**config.mk**
```make
export PLATFORM = sky130hd
export DESIGN_NAME = sumador_serial_ctrl
export DESIGN_NICKNAME = d
export VERILOG_FILES = /design/src/rtl/sumador_serial_ctrl_pkg.sv /design/src/rtl/sumador_serial_ctrl_celda.sv /design/src/rtl/sumador_serial_ctrl.sv
export SDC_FILE = /design/constraint.sdc
export NUM_CORES = 1
export LEC_CHECK = 0
export ABC_AREA = 1
export CAP_MARGIN = 20
export CORE_MARGIN = 3
export CORE_UTILIZATION = 40
export DETAILED_ROUTE_END_ITERATION = 8
export PLACE_DENSITY = 0.61
export SYNTH_ARGS = -nofsm -noshare
export SYNTH_HDL_FRONTEND = slang
export SYNTH_HIERARCHICAL = 1
export SYNTH_SLANG_ARGS = --single-unit
```
**constraint.sdc**
```tcl
create_clock -name clk -period 1.39 [get_ports clk]
set_input_delay 0.2085 -clock clk [delete_from_list [all_inputs] [get_ports clk]]
set_output_delay 0.2085 -clock clk [all_outputs]
set_load 0.005 [all_outputs]
```
**src/rtl/sumador_serial_ctrl_pkg.sv**
```systemverilog
// Shared types for the bit-serial adder: FSM state encoding and a half-adder helper.
package sumador_serial_ctrl_pkg;

    typedef enum logic [1:0] {
        S_IDLE = 2'd0,
        S_RUN  = 2'd1,
        S_DONE = 2'd2
    } state_t;

    typedef struct packed {
        logic s;
        logic c;
    } haOut_t;

    function automatic haOut_t halfAdd(input logic x, input logic y);
        haOut_t r;
        r.s = x ^ y;
        r.c = x & y;
        return r;
    endfunction

endpackage

```
**src/rtl/sumador_serial_ctrl_celda.sv**
```systemverilog
// One-bit full adder built from two half-adder stages and an OR of their carries.
module celda_sumador_completo
    import sumador_serial_ctrl_pkg::*;
(
    input  logic x,
    input  logic y,
    input  logic cin,
    output logic s,
    output logic co
);

    haOut_t stage1;
    haOut_t stage2;

    assign stage1 = halfAdd(x, y);
    assign stage2 = halfAdd(stage1.s, cin);
    assign s      = stage2.s;
    assign co     = stage1.c | stage2.c;

endmodule

```
**src/rtl/sumador_serial_ctrl.sv**
```systemverilog
// Bit-serial adder: one shared full-adder cell walks the operands LSB first, one bit per clock.
module sumador_serial_ctrl
    import sumador_serial_ctrl_pkg::*;
#(
    parameter int WIDTH = 8
) (
    input  logic             clk,
    input  logic             rst,
    input  logic             start,
    input  logic [WIDTH-1:0] a,
    input  logic [WIDTH-1:0] b,
    output logic             busy,
    output logic             done,
    output logic [WIDTH-1:0] sum,
    output logic             cout
);

    localparam int CNT_W = $clog2(WIDTH + 1);

    state_t             state;
    state_t             nextState;
    logic [WIDTH-1:0]   shA;
    logic [WIDTH-1:0]   shB;
    logic [WIDTH-1:0]   shS;
    logic [WIDTH-1:0]   shSNext;
    logic [CNT_W-1:0]   cnt;
    logic               carry;
    logic               sBit;
    logic               cBit;
    logic               lastBit;
    logic               busyNext;
    logic               doneNext;

    celda_sumador_completo uCelda (
        .x   (shA[0]),
        .y   (shB[0]),
        .cin (carry),
        .s   (sBit),
        .co  (cBit)
    );

    assign lastBit = (cnt == CNT_W'(WIDTH - 1));

    // NOTE: sequential state uses non-blocking assignments so every flop samples pre-edge values.
    always_ff @(posedge clk or posedge rst) begin
        if (rst) state <= S_IDLE;
        else     state <= nextState;
    end

    // NOTE: default assignment first keeps this block free of inferred latches.
    always_comb begin
        nextState = state;
        case (state)
            S_IDLE:  if (start)   nextState = S_RUN;
            S_RUN:   if (lastBit) nextState = S_DONE;
            S_DONE:               nextState = S_IDLE;
            default:              nextState = S_IDLE;
        endcase
    end

    // Status outputs are decoded from the next state and registered, so they never glitch.
    always_comb begin
        busyNext = (nextState == S_RUN);
        doneNext = (nextState == S_DONE);
    end

    always_ff @(posedge clk or posedge rst) begin
        if (rst) begin
            busy <= 1'b0;
            done <= 1'b0;
        end else begin
            busy <= busyNext;
            done <= doneNext;
        end
    end

    // New sum bit enters at the MSB; after WIDTH shifts the LSB has reached bit 0.
    always_comb begin
        shSNext            = shS >> 1;
        shSNext[WIDTH-1]   = sBit;
    end

    always_ff @(posedge clk or posedge rst) begin
        if (rst) begin
            shA   <= '0;
            shB   <= '0;
            shS   <= '0;
            cnt   <= '0;
            carry <= 1'b0;
            sum   <= '0;
            cout  <= 1'b0;
        end else begin
            case (state)
                S_IDLE: begin
                    if (start) begin
                        shA   <= a;
                        shB   <= b;
                        shS   <= '0;
                        cnt   <= '0;
                        carry <= 1'b0;
                    end
                end
                S_RUN: begin
                    shA   <= shA >> 1;
                    shB   <= shB >> 1;
                    shS   <= shSNext;
                    carry <= cBit;
                    if (lastBit) begin
                        cnt  <= '0;
                        sum  <= shSNext;
                        cout <= cBit;
                    end else begin
                        cnt  <= cnt + CNT_W'(1);
                    end
                end
                default: ;
            endcase
        end
    end

endmodule

```
==> flow_summary.ini <==
[global_routing]
grt_pass1_vias = 1333
antenna_found_initial = 0
gr-total-overflow = 0
grt_start_max_net_pins = 42
grt_pass1_wl_um = 5820
track_usage_pct = 13.7

[setup_path]
worst-path-buf-inv = 1
crit_path_max_incr_delay_ns = 0.50
crit_required_ns = 1.18
crit_path_max_fanout = 2
reg2reg_to = sum[1]
worstPathCellList = clkdlybuf4s50_1
arrival_ns = 1.14
cp_num_cells = 1
cp-end-kind = output pin
critPathSlowestCell = clkdlybuf4s50_1
cp_top_family = buffers and inverters
start_kind = flop
worstSetupPathType = flop to output pin
r2r_cells = 7
timing.rr.start = cnt[1]
r2r_setup_slack_ns = 0.10

[clock_network]
cts-root-buf = clkbuf_8
cts_tree = yes
ctsHtreeMaxLevel = 2
cts_hold_buf = 0
clkLatencyLatePin_ns = 0.30
numCtsBuffers = 5
clk_pin_slew_ns = 0.08
clk_path_buf_depth = 2
clock_sinks = 41

[min_path]
min_path_type = input port to asynchronous set/reset pin

[yosys]
seq_area_frac_synth_pct = 53.8
syn_area_per_cell_um2 = 8.51
synth_top_family_by_area = simple AND/OR/NAND/NOR gates
synthCells = 224
synth-simple-area-share_pct = 23.2
synth_nets = 245
synth_area_leader_cell = dfrtp_1
synth_top_area_share_pct = 53.8
ys_seq_elements = 41
synth.area.top_cells = dfrtp_1 54%, nand2_1 16%, inv_1 8.5%
ys_types = 20
synthAdderAreaFrac_pct = 1.71
synth_edf_count = 0
yosysWarnings = 6
synthMuxAreaShare_pct = 0
synth.cells.most_frequent = 79 x nand2_1, 43 x inv_1, 41 x dfrtp_1
netlist_area_um2 = 1910
synthArstFlopShare_pct = 100
ys.flop_type = dfrtp_1
synth_compound_area_share_pct = 8.27
yosysMostFrequentCell = nand2_1
synth_xor_xnor_area_share_pct = 0

[sta]
setup_tns_ns = 0
slew_violations = 0
worstMarginPinSlew_ns = 0.220
setup_violations = 0
worst_slack_ns = 0.0427
rsz0062_at_grt = false
min_period_ns = 1.35
fmax_mhz = 742
min_period_over_period_pct = 96.9
slew_headroom_pct = 85.3
skew_ns = 0.00518
finalHoldViolations = 0

[floorplan]
ios = 30
dieWidth_um = 75.0
fp-row-count = 24
die_area_um2 = 5630
die_h_um = 75.0
core_area_um2 = 4470
initial_core_util_pct = 42.6

[detailed_routing]
drc = 0
vias = 1426
routedWlPerCell_um = 10.8
routed_wl_um = 3410
drt_iter0_drc = 48
postRouteAntennaNets = 0
viasPerCell = 4.51
drtPass1Iterations = 4

[placement]
numPortBuffers = 29
place_congestion = 0.727
dp_slack_ns = 0.0836
dp_hpwl_um = 2380

[status]
outcome = finished, final reports clean

[final_layout]
drive_gt1_share_pct = 13.6
diodes = 0
syn2layout_area_growth_pct = 27.0
fin_nets = 284
fillers = 413

[power]
cellPowerDensity_nw_per_um2 = 2050
cellLeakagePower_nw = 1.33
ir_drop_v = 0.000649

[job]
max-cap-violations = 0
-- per-stage QoR --
step | instances | power [W] | area (um2) | util (%) | hold WS, ns
after global routing | 316 | 0.00541 | 2420 | 54.1 | 0.302
after global placement | 305 | 0.00416 | 2300 | 51.5 | 0.462
final | 316 | 0.00497 | 2420 | 54.1 | 0.266
after CTS | 313 | 0.00500 | 2390 | 53.4 | 0.287
after detailed placement | 305 | 0.00423 | 2300 | 51.5 | 0.467
after floorplan | 224 | 0.00349 | 1910 | - | 0.355
-- layout make-up --
cell class / count / area, um2 / area share (%)
clock buffer: 5 / 68.8 / 2.84
clock inverter: 3 / 17.5 / 0.724
inverter: 45 / 171 / 7.08
multi-input combinational: 129 / 632 / 26.1
sequential: 41 / 1030 / 42.4
tap: 52 / 65.1 / 2.69
timing repair buffer: 41 / 440 / 18.2
-- state kept, by name, indices dropped and copies added (netlist names) --
signal,flops
busy,1
carry,1
cnt,4
cout,1
done,1
shA,8
shB,8
shS,7
state,2
sum,8
-- what timing repair did --
item                       CTS  global route
resized for setup            0             4
setup buffers                0             3
setup endpoints to repair    0             7
-- where the power goes --
part | internal [W] | switching, W
registers | 0.00173 | 0.000277
logic | 0.00102 | 0.00118
clock network | 0.000346 | 0.000416
-- layout by cell type (no fill, tap or decap), drive strengths merged --
cell	Yosys	final
a21oi	2	2
buf	9	12
clkbuf	0	5
clkdlybuf4s50	0	25
clkinv	0	2
clkinvlp	0	1
dfrtp	41	41
dlymetal6s2s	0	4
fa	1	1
ha	1	1
inv	45	45
nand2	83	83
nand3	17	17
nand4	1	1
nor2	3	3
o21ai	14	14
o22ai	7	7
-- worst reg2reg max path, delay by kind of cell (launching register included) --
| kind | cells | cell delay [ns] |
|---|---|---|
| AO/OA/AOI/OAI | 1 | 0.05 |
| adder cells (fa/ha/maj) | 1 | 0.20 |
| buffers and inverters | 1 | 0.16 |
| flip-flops | 1 | 0.39 |
| AND/OR/NAND/NOR | 4 | 0.40 |
-- metal layers --
metal	routed length, um	track usage (%)	share of wire, %
met5	0	0	0
met4	66	5.93	1.9
met1	1640	16.7	48
met3	120	4.01	3.5
met2	1580	22.6	46
-- how the worst max path moves through the flow --
stage	slack [ns]	endpoint	from
floorplan	0.21	sum[1]	cnt[0]
detailed placement	0.08	shA[7]	start
global placement	0.12	shA[7]	start
CTS	0.02	sum[3]	sum[3]
finish	0.04	sum[1]	sum[1]
global route	0.002	sum[5]	sum[5]
-- kinds of logic after synthesis --
family,count (synthesis)
and+or+nand+nor,104
AOI/OAI and AO/OA,23
DFF,41
buffers and inverters,54
adders and majority gates,2
Power figures use the tool's default switching activity.
